==> src/rtl/dvp_pkg.sv <==
// Shared types and helpers for the DVP video pipeline.
package dvp_pkg;

    localparam int unsigned PIX_W = 16;
    localparam int unsigned CNT_W = 12;

    localparam logic [CNT_W-1:0] CNT_ONE = 1;

    // One FIFO entry: sideband flags above the packed pixel (18 bits total).
    typedef struct packed {
        logic             tuser;
        logic             tlast;
        logic [PIX_W-1:0] tdata;
    } pix_word_t;

    // Geometry counters stick at all-ones instead of wrapping.
    function automatic logic [CNT_W-1:0] sat_inc(input logic [CNT_W-1:0] v);
        return (&v) ? v : v + CNT_ONE;
    endfunction

endpackage

==> src/rtl/axis_sync_fifo.sv <==
// Single-clock show-ahead FIFO; depth 2**AW words, synchronous active-high reset.
module axis_sync_fifo #(
    parameter int unsigned AW = 2,
    parameter int unsigned W  = 18
) (
    input  logic         clk_i,
    input  logic         rst_i,
    input  logic         wr_en_i,
    input  logic [W-1:0] wr_data_i,
    input  logic         rd_en_i,
    output logic [W-1:0] rd_data_o,
    output logic         full_o,
    output logic         empty_o
);

    localparam logic [AW:0] PTR_ONE = 1;

    logic [W-1:0] mem_q [2**AW];
    logic [AW:0]  wr_ptr_q, wr_ptr_d;
    logic [AW:0]  rd_ptr_q, rd_ptr_d;
    logic         do_wr, do_rd;

    // Extra pointer MSB distinguishes full from empty.
    assign empty_o   = (wr_ptr_q == rd_ptr_q);
    assign full_o    = (wr_ptr_q[AW] != rd_ptr_q[AW]) &&
                       (wr_ptr_q[AW-1:0] == rd_ptr_q[AW-1:0]);
    assign do_rd     = rd_en_i & ~empty_o;
    // A write into a full FIFO is still taken when a read frees a slot this cycle.
    assign do_wr     = wr_en_i & (~full_o | do_rd);
    assign rd_data_o = mem_q[rd_ptr_q[AW-1:0]];

    // Pointer next-state.
    always_comb begin
        wr_ptr_d = wr_ptr_q;
        rd_ptr_d = rd_ptr_q;
        if (do_wr) wr_ptr_d = wr_ptr_q + PTR_ONE;
        if (do_rd) rd_ptr_d = rd_ptr_q + PTR_ONE;
    end

    // Pointer registers.
    always_ff @(posedge clk_i) begin
        if (rst_i) begin
            wr_ptr_q <= '0;
            rd_ptr_q <= '0;
        end else begin
            wr_ptr_q <= wr_ptr_d;
            rd_ptr_q <= rd_ptr_d;
        end
    end

    // Storage array; contents need no reset since the pointers gate visibility.
    always_ff @(posedge clk_i) begin
        if (do_wr) mem_q[wr_ptr_q[AW-1:0]] <= wr_data_i;
    end

endmodule

==> src/rtl/dvp_pixel_packer.sv <==
// Packs DVP byte pairs into 16-bit pixels, buffers them, measures geometry, flags errors.
module dvp_pixel_packer
    import dvp_pkg::*;
#(
    parameter bit          MSB_FIRST = 1'b1,
    parameter int unsigned FIFO_AW   = 2,
    parameter int unsigned H_PIXELS  = 640,
    parameter int unsigned V_LINES   = 480
) (
    input  logic             pclk,
    input  logic             rst,
    input  logic [7:0]       s_tdata,
    input  logic             s_tvalid,
    input  logic             s_tlast,
    input  logic             s_tuser,
    output logic [PIX_W-1:0] m_tdata,
    output logic             m_tvalid,
    input  logic             m_tready,
    output logic             m_tlast,
    output logic             m_tuser,
    input  logic             clr_err,
    output logic             overflow,
    output logic             align_err,
    output logic             width_err,
    output logic             height_err,
    output logic [CNT_W-1:0] last_width,
    output logic [CNT_W-1:0] last_height,
    output logic [15:0]      frame_cnt
);

    localparam logic [CNT_W-1:0] H_CHK = CNT_W'(H_PIXELS);
    localparam logic [CNT_W-1:0] V_CHK = CNT_W'(V_LINES);

    logic             phase_q, phase_d;
    logic [7:0]       hold_q, hold_d;
    logic             hold_user_q, hold_user_d;
    logic             first_frame_q, first_frame_d;
    logic [CNT_W-1:0] pix_cnt_q, pix_cnt_d;
    logic [CNT_W-1:0] line_cnt_q, line_cnt_d;
    logic [CNT_W-1:0] last_width_q, last_width_d;
    logic [CNT_W-1:0] last_height_q, last_height_d;
    logic [15:0]      frame_cnt_q, frame_cnt_d;
    logic             overflow_q, overflow_d;
    logic             align_err_q, align_err_d;
    logic             width_err_q, width_err_d;
    logic             height_err_q, height_err_d;

    logic      sof, second_byte, form, pop, push_drop;
    logic      fifo_full, fifo_empty;
    pix_word_t push_word, head_word;

    assign sof         = s_tvalid & s_tuser;
    // An SOF byte always restarts pairing, so it can never complete a pixel.
    assign second_byte = phase_q & ~s_tuser;
    assign form        = s_tvalid & second_byte;
    assign pop         = m_tvalid & m_tready;
    assign push_drop   = form & fifo_full & ~pop;

    assign push_word.tuser = hold_user_q;
    assign push_word.tlast = s_tlast;
    assign push_word.tdata = MSB_FIRST ? {hold_q, s_tdata} : {s_tdata, hold_q};

    axis_sync_fifo #(
        .AW (FIFO_AW),
        .W  ($bits(pix_word_t))
    ) u_fifo (
        .clk_i     (pclk),
        .rst_i     (rst),
        .wr_en_i   (form),
        .wr_data_i (push_word),
        .rd_en_i   (pop),
        .rd_data_o (head_word),
        .full_o    (fifo_full),
        .empty_o   (fifo_empty)
    );

    // Outputs read as zero while nothing is buffered, so reset shows all-zero.
    assign m_tvalid    = ~fifo_empty;
    assign m_tdata     = fifo_empty ? '0 : head_word.tdata;
    assign m_tlast     = ~fifo_empty & head_word.tlast;
    assign m_tuser     = ~fifo_empty & head_word.tuser;
    assign overflow    = overflow_q;
    assign align_err   = align_err_q;
    assign width_err   = width_err_q;
    assign height_err  = height_err_q;
    assign last_width  = last_width_q;
    assign last_height = last_height_q;
    assign frame_cnt   = frame_cnt_q;

    // Byte pairing, geometry counters and sticky error next-state.
    always_comb begin
        phase_d       = phase_q;
        hold_d        = hold_q;
        hold_user_d   = hold_user_q;
        first_frame_d = first_frame_q;
        pix_cnt_d     = pix_cnt_q;
        line_cnt_d    = line_cnt_q;
        last_width_d  = last_width_q;
        last_height_d = last_height_q;
        frame_cnt_d   = frame_cnt_q;
        // Clear first so an error arriving with clr_err still sets the flag.
        overflow_d    = overflow_q & ~clr_err;
        align_err_d   = align_err_q & ~clr_err;
        width_err_d   = width_err_q & ~clr_err;
        height_err_d  = height_err_q & ~clr_err;

        if (sof) begin
            frame_cnt_d = frame_cnt_q + 16'd1;
            if (!first_frame_q) begin
                last_height_d = line_cnt_q;
                if (line_cnt_q != V_CHK) height_err_d = 1'b1;
            end
            first_frame_d = 1'b0;
            pix_cnt_d     = '0;
            line_cnt_d    = '0;
            if (phase_q) align_err_d = 1'b1;
        end

        if (s_tvalid) begin
            if (second_byte) begin
                phase_d   = 1'b0;
                pix_cnt_d = sat_inc(pix_cnt_d);
                if (push_drop) overflow_d = 1'b1;
            end else if (s_tlast) begin
                // Lone byte at end of line: dropped, but the line still closes below.
                phase_d     = 1'b0;
                align_err_d = 1'b1;
            end else begin
                phase_d     = 1'b1;
                hold_d      = s_tdata;
                hold_user_d = s_tuser;
            end

            if (s_tlast) begin
                last_width_d = pix_cnt_d;
                if (pix_cnt_d != H_CHK) width_err_d = 1'b1;
                pix_cnt_d  = '0;
                line_cnt_d = sat_inc(line_cnt_d);
            end
        end
    end

    // State registers.
    always_ff @(posedge pclk) begin
        if (rst) begin
            phase_q       <= 1'b0;
            hold_q        <= '0;
            hold_user_q   <= 1'b0;
            first_frame_q <= 1'b1;
            pix_cnt_q     <= '0;
            line_cnt_q    <= '0;
            last_width_q  <= '0;
            last_height_q <= '0;
            frame_cnt_q   <= '0;
            overflow_q    <= 1'b0;
            align_err_q   <= 1'b0;
            width_err_q   <= 1'b0;
            height_err_q  <= 1'b0;
        end else begin
            phase_q       <= phase_d;
            hold_q        <= hold_d;
            hold_user_q   <= hold_user_d;
            first_frame_q <= first_frame_d;
            pix_cnt_q     <= pix_cnt_d;
            line_cnt_q    <= line_cnt_d;
            last_width_q  <= last_width_d;
            last_height_q <= last_height_d;
            frame_cnt_q   <= frame_cnt_d;
            overflow_q    <= overflow_d;
            align_err_q   <= align_err_d;
            width_err_q   <= width_err_d;
            height_err_q  <= height_err_d;
        end
    end

endmodule

==> config.mk <==
export PLATFORM = sky130hd
export DESIGN_NAME = dvp_pixel_packer
export DESIGN_NICKNAME = d
export VERILOG_FILES = /design/src/rtl/dvp_pkg.sv /design/src/rtl/axis_sync_fifo.sv /design/src/rtl/dvp_pixel_packer.sv
export SDC_FILE = /design/constraint.sdc
export NUM_CORES = 1
export LEC_CHECK = 0
export ABC_AREA = 1
export CORE_ASPECT_RATIO = 0.7
export CORE_MARGIN = 2
export CORE_UTILIZATION = 30
export CTS_CLUSTER_DIAMETER = 30
export DETAILED_ROUTE_END_ITERATION = 16
export GPL_ROUTABILITY_DRIVEN = 0
export PLACE_DENSITY = 0.49
export SYNTH_ARGS = -nofsm -noshare
export SYNTH_HDL_FRONTEND = slang
export SYNTH_HIERARCHICAL = 1
export SYNTH_SLANG_ARGS = --single-unit
==> constraint.sdc <==
create_clock -name pclk -period 4.4 [get_ports pclk]
set_input_delay 1.32 -clock pclk [delete_from_list [all_inputs] [get_ports pclk]]
set_output_delay 1.32 -clock pclk [all_outputs]
set_load 0.01 [all_outputs]
==> flow_metrics.tcl <==
set metrics [dict create \
    outcome "finished, final reports clean" \
    pre_cts_slack_ns 0.446 \
    critPathSlowestCell "inv_2" \
    cts_setup_buffers 0 \
    drt_iter0_drc 404 \
    grt_max_degree 37 \
    layoutNonFillerInstCount 1225 \
    ys.warnings.count 6 \
    start_kind "flop" \
    fmaxAchievable_mhz 259 \
    synth-seq-area-share_pct 55.8 \
    io_pins 78 \
    drt.antenna.violating_nets 0 \
    num_antenna_cells 0 \
    wl_per_cell_um 14.4 \
    clock_sinks 159 \
    syn_area_per_cell_sq_um 8.54 \
    tightest_slew_ns 0.743 \
    grt_pass1_wl_um 28800 \
    hpwl_um 11800 \
    multi_input_area_sq_um 2580 \
    crit_arrival_ns 2.54 \
    grt-ovfl-total 0 \
    syn_nets 842 \
    path_max_fanout 36 \
    cts_resized 0 \
    numCtsBuffers 17 \
    leakagePower_nw 3.26 \
    core_sq_um 22800 \
    fp.dieH_um 132 \
    cts_max_level 4 \
    cts-root-buf "clkbuf_16" \
    period_minus_slack_ns 3.86 \
    slowest_delay_ns 0.59 \
    post-route-drc-count 0 \
    hold_buffers 0 \
    drt_wl_total_um 17700 \
    rows 46 \
    insertion_delay_ns 0.43 \
    start_util_pct 30.7 \
    dp_cells 1193 \
    drt_pre_antenna_iters 4 \
    area_growth_pct 24.7 \
    worstHoldPathType "flop to flop" \
    synth_area_sq_um 6990 \
    worstPathCellList "inv_2 > o21ai_0 > o22ai_1 > inv_1 > nor2_1 > clkdlybuf4s50_1" \
    cp-end-kind "output pin" \
    hold_slack_ns 0.449 \
    nets 923 \
    vdd.ir_drop.worst_mv 0.282 \
    synth_top_area_share_pct 30.9 \
    synthTopCellsByArea "edfxtp_1 (31%), dfxtp_1 (25%), nor2_1 (7.5%)" \
    ys_ff_latch 159 \
    cap_violations 0 \
    finClkSkew_ns 0.0172 \
    fin_ws_ns 0.540 \
    ys_types 37 \
    grt_pass1_vias 5296 \
    vias 5494 \
    tns_ns 0 \
    dieArea_sq_um 24600 \
    seqCellArea_sq_um 3900 \
    vias_per_cell 4.48 \
    finalCritPeriodShare_pct 87.7 \
    die_x_um 186 \
    antenna_found_initial 0 \
    final_layout_size_suffix_gt1_share_pct 9.42 \
    worst_ep_required_time_ns 3.08 \
    yosysTopAreaCell "edfxtp_1" \
    final_util_pct 38.3 \
    cts_tree "built" \
    grtUsageTotal_pct 14.9 \
    io_buffers 77 \
    cts.clk_slew.worst_paths_ns 0.07 \
    slew-limit-headroom_pct 50.4 \
    finalSetupViolations 0 \
    num-fill-cells 2332 \
    hold_viol 0 \
    worstSetupPathType "flop to output pin" \
    drv_slew 0 \
    power.density_nw_per_um2 365 \
    rsz0062_at_grt "false" \
    syn_inst 819 \
    clock_path_buffers 2 \
]
synthesized netlist by cell type (all sizes together):
cell type,n
a211oi,1
a21oi,52
a31oi,2
a32oi,1
buf,14
clkbuf,17
clkinv,2
dfxtp,87
edfxtp,72
ha,8
inv,100
nand2,132
nand3,41
nand3b,5
nand4,8
nor2,146
nor3,14
nor3b,2
nor4,3
o211ai,7
o21a,1
o21ai,82
o22ai,18
xnor2,1
xor2,3
area by class of cell:
| type | instances | area share [%] |
|---|---|---|
| Clock buffer | 17 | 4.88 |
| Clock inverter | 15 | 1.72 |
| Inverter | 102 | 4.40 |
| Multi-Input combinational cell | 527 | 29.6 |
| Sequential cell | 159 | 44.8 |
| Tap cell | 312 | 4.48 |
| Timing Repair Buffer | 93 | 10.2 |
critical path: cells and delay by family (launching register included):
family,cells,cell delay (ns)
compound gates,2,0.35
buf+inv,3,1.20
flops,1,0.46
simple gates,1,0.09
routing by layer:
metal	vias to the layer above	track usage (%)	routed length, um
li1	2879	-	-
met1	2497	21.9	9450
met2	106	21.1	7070
met3	12	4.43	974
met4	0	3.84	156
met5	-	0	0
stage by stage:
| stage | instance area [sq um] | total power (W) |
|---|---|---|
| after floorplan | 6990 | 0.00169 |
| after global placement | 8150 | 0.00178 |
| after detailed placement | 8150 | 0.00178 |
| after CTS | 8720 | 0.00323 |
| after global routing | 8720 | 0.00331 |
| final | 8720 | 0.00319 |
registers in the layout (all words and copies together) (netlist names), named ones only:
signal	flops
frame_cnt	16
line_cnt_q	12
overflow	1
pix_cnt_q	12
hold_user_q	1
height_err	1
u_fifo/mem_q	72
width_err	1
first_frame_q	1
phase_q	1
align_err	1
hold_q	8
last_width	12
u_fifo/rd_ptr_q	3
last_height	12
u_fifo/wr_ptr_q	3
power breakdown:
part / switching, W / internal [W] / leakage (nW)
clock: 0.000647 / 0.000796 / 0.273
combinational: 0.0000940 / 0.0000652 / 1.62
sequential: 0.0000175 / 0.00157 / 1.37
cells by family after synthesis:
group | count (synthesis) | share of synthesized area, %
simple gates | 351 | 22.2
compound gates | 164 | 12.5
flops | 159 | 55.8
buf+inv | 133 | 7.44
fa+ha+maj | 8 | 1.43
xor+xnor | 4 | 0.609
final timing paths:
path,startpoint,end,slack [ns],cells after the start
max,flop,m_tdata[6],0.54,6
min reg2reg,first_frame_q,first_frame_q,0.45,2
max reg2reg,u_fifo/wr_ptr_q[0],u_fifo/mem_q[0][16],1.76,11
min,first_frame_q,first_frame_q,0.45,2
placed cells by master (no fill, tap or decap), types with 2 or more instances in the layout:
cell type and count:
a21oi_1 52, a31oi_1 2, buf_4 16, clkbuf_16 17, clkdlybuf4s50_1 77, clkinv_4 3
clkinvlp_2 2, clkinvlp_4 2, dfxtp_1 87, edfxtp_1 72, ha_1 8, inv_1 93
inv_2 7, inv_6 4, inv_8 3, nand2_1 126, nand2_2 4, nand2_4 2
nand3_1 35, nand3_2 6, nand3b_1 5, nand4_1 7, nor2_1 136, nor2_2 10
nor3_1 10, nor3_2 4, nor4_1 3, o211ai_1 7, o21ai_0 69, o21ai_1 13
o22ai_1 18, xor2_1 3
Power figures use the tool's default switching activity.
==> variant 1, RTL diff (same settings) <==
Put one more register stage on the output `width_err`. The value now appears one clock later. The other outputs are not delayed to match.
--- a/src/rtl/dvp_pixel_packer.sv
+++ b/src/rtl/dvp_pixel_packer.sv
@@ -81,7 +81,9 @@
     assign m_tuser     = ~fifo_empty & head_word.tuser;
     assign overflow    = overflow_q;
     assign align_err   = align_err_q;
-    assign width_err   = width_err_q;
+    always_ff @(posedge pclk) begin
+        width_err <= width_err_q;
+    end
     assign height_err  = height_err_q;
     assign last_width  = last_width_q;
     assign last_height = last_height_q;
Check against the original RTL: not equivalent (Yosys sat finds a counterexample within 4 cycles, from zero or initial values and one cycle with rst high).
==> variant 1 against the original RTL <==
First-iteration DRC count shrank 26%; setup slack gained 92 ps; routed wire length shrank 3.1%; power grew 3.0%; final area grew 0.49%; clock power grew 6%; sequential cell count grew 1; area after synthesis grew 0.29%; fmax grew 2.4%; largest power group unchanged.
==> variant 1: results (changes against the original RTL) <==
power.switching_uw: 733  # -3.3%
layout-drive-gt1-share_pct: 8.44  # -0.98 points
grt_usage_pct: 14.4  # -0.51 points
grt_pass1_wl_mm: 28.0  # -2.9%
grt.met2_usage_pct: 21.1  # -0.079 points
holdWs_ps: 351  # -98.2 ps
setup_slack_ps: 632  # +91.9 ps
post-place-ws_ps: 433  # -12.8 ps
met1_length_mm: 8.80  # -6.9%
synth_common_cells: "140 x nor2_1, 126 x nand2_1, 93 x inv_1"
hold_end: "width_err"
fin_skew_ps: 10.8  # -6.37 ps
dp_hpwl_mm: 11.4  # -3.7%
status: "finished clean"
first_global_vias: 5187  # -2.1%
place_inst: 1192  # -0.084%
cp_max_fo: 19  # -47%
use_met3_pct: 3.99  # -0.44 points
wl_met3_um: 813  # -17%
pg_clk_mw: 1.53  # +6%
firstDrtPassIters: 6  # +2
synthTopCellsByArea: "edfxtp_1 31%, dfxtp_1 25%, nor2_1 7.5%"
viasPerCell: 4.52  # +0.79%
hold_start: "width_err_q"
rr_endpoint: "u_fifo/mem_q[0][6]"
drt_iter0_markers: 297  # -26%
grt_max_degree: 46  # +24%
synth_seq_area_share_pct: 56.0  # +0.13 points
min_path_cells: 0  # -2
syn_avg_cell_area_um2: 8.55  # +0.16%
use_met1_pct: 20.6  # -1.3 points
crit_end: "m_tuser"
rrSetupSlack_ps: 1780  # +20 ps
ir_drop_uv: 270  # -4.3%
grt_busiest_layer: "met2"
stdcell_count: 1224  # -0.082%
wl_per_cell_um: 14.0  # -3.0%
-- variant 1: cell count changes after synthesis, sizes merged --
cell | unedited run | this run
dfxtp | 87 | 88
-- variant 1: kinds of logic (layout without fill, tap and decap cells) --
logic type                 count (synthesis)  in the layout  synth area share, %
and+or+nand+nor                          351            351                 22.1
AOI/OAI and AO/OA                        164            164                 12.4
DFF                                      160            160                 56.0
buffers and inverters                    133            225                 7.42
adders and majority gates                  8              8                 1.43
xor gates and xnor gates                   4              4                0.607
-- variant 1: cell type report --
cell class / instances / area (um^2)
fill: 2308 / 14000
sequential: 160 / 3920
multi-input combinational: 527 / 2570
timing repair buffer: 91 / 888
clock buffer: 19 / 433
tap: 312 / 390
inverter: 102 / 384
clock inverter: 13 / 178
-- variant 1: critical path, cell delays in order, from the launching register on --
cell and delay (ps):
dfxtp_1 450, xnor2_2 170, nand3_2 140, inv_1 560, nor2_1 180, clkdlybuf4s50_1 530
==> variant 2, RTL diff (config.mk and constraints unchanged) <==
Without the edit above. `FIFO_AW`: 2 -> 1.
--- a/src/rtl/dvp_pixel_packer.sv
+++ b/src/rtl/dvp_pixel_packer.sv
@@ -3,7 +3,7 @@
     import dvp_pkg::*;
 #(
     parameter bit          MSB_FIRST = 1'b1,
-    parameter int unsigned FIFO_AW   = 2,
+    parameter int unsigned FIFO_AW   = 1,
     parameter int unsigned H_PIXELS  = 640,
     parameter int unsigned V_LINES   = 480
 ) (
Function: changed (Yosys sat finds a counterexample within 10 cycles, from zero or initial values and one cycle with rst high).
==> variant 2 against the original RTL <==
Area after synthesis fell by 22%; hold slack about the same; clock power is 8% lower; sequential share of layout area is 5.5 points lower; final area down 19%; setup slack improved by 170 ps; register-to-register slack improved by 210 ps; sequential cell count is 39 lower; power fell by 17%; routed wire length down 22%; clock skew down 12 ps; critical path type unchanged; largest cell class unchanged.
==> variant 2: results (changes against the original RTL) <==
timing.hold.worst.class: "reg2reg"
synth_edf_count: 36  # -50%
syn_avg_cell_area_um2: 8.05  # -5.7%
first_global_vias: 4455  # -16%
dp_hpwl_mm: 9.47  # -20%
firstDrtPassIters: 4  # unchanged
grt_pass1_wl_mm: 22.2  # -23%
synth_seq_cells: 120  # -25%
io_buffers: 77  # unchanged
buf_share_pct: 11.9  # +1.7 points
wirelength_mm: 13.8  # -22%
clock_path_buffers: 2  # unchanged
wl_per_cell_um: 13.7  # -5.2%
met1_length_mm: 6.97  # -26%
multiInputCombCellCount: 439  # -17%
multi_input_area_mm2: 0.00222  # -14%
synth_fp_nets: 695  # -17%
synth_seq_area_share_pct: 50.7  # -5.1 points
nFillCells: 1780  # -24%
power_mw: 2.65  # -17%
grt_max_degree: 47  # +27%
largest_reg_flops: 36  # -50%
ir_drop_uv: 230  # -18%
post-place-ws_ps: 411  # -34.3 ps
vias: 4614  # -16%
seq_power_mw: 1.18  # -25%
clkCellAreaFrac_pct: 8.01  # +1.4 points
post_cts_buffers: 0  # unchanged
synth_common_cells: "122 x nand2_1, 96 x nor2_1, 90 x inv_1"
fin_skew_ps: 5.68  # -11.5 ps
comb_cell_power_uw: 150  # -6%
n_all_buffers: 86  # -7.5%
arrival_ps: 2370  # -170 ps
wl_met2_mm: 5.83  # -18%
place_area_mm2: 0.00648  # -20%
grt_usage_pct: 15.0  # +0.085 points
layout-drive-gt1-share_pct: 11.5  # +2.1 points
power.switching_uw: 629  # -17%
cp_max_fo: 18  # -50%
design_area_mm2: 0.00704  # -19%
synthTopCellsByArea: "dfxtp_1 31%, edfxtp_1 20%, nand2_1 8.4%"
ff_latch_area_mm2: 0.00276  # -29%
ys_types: 35  # -5.4%
diodes: 0  # unchanged
top_layer: "met4"
wl_met3_um: 895  # -8.1%
use_met3_pct: 4.97  # +0.54 points
antenna_found_initial: 0  # unchanged
clock_buffers: 18  # +1
grt.met2_usage_pct: 22.4  # +1.2 points
place_inst: 976  # -18%
use_met1_pct: 20.4  # -1.5 points
clk_latency_ps: 410  # -20 ps
p_leak_nw: 2.71  # -17%
inverters: 95  # -6.9%
worst_slew_pin_slew_ps: 932  # +189 ps
drt_iter0_markers: 264  # -35%
status: "finished clean"
nNetsFinal: 777  # -16%
[variant 2: cell count changes in the layout (fill, tap and decap cells not counted), sizes merged, moves of 7 or more]
cell	change
buf	-7
nor2	-44
o21ai	-37
edfxtp	-36
inv	-12
o22ai	-18
mux2	+18
[variant 2: final timing paths]
check / startpoint / to / slack [ps] / depth (start not counted)
min reg2reg: first_frame_q / first_frame_q / 450 / 2
min: first_frame_q / first_frame_q / 450 / 2
max reg2reg: u_fifo/wr_ptr_q[0] / u_fifo/mem_q[1][4] / 1970 / 12
max: register / m_tdata[14] / 710 / 4
[variant 2: critical path, cell delays in order (launching register included)]
cell,delay (ps)
dfxtp_1,930
mux2_2,420
inv_1,50
nor2_1,40
clkdlybuf4s50_1,520
[variant 2: logic make-up after synthesis]
kind of cell,Yosys count,synth area share (%)
xor+xnor,3,0.482
fa+ha+maj,3,0.689
simple gates,304,25.2
buf+inv,118,8.50
flops,120,50.7
mux,18,3.72
compound gates,111,10.7
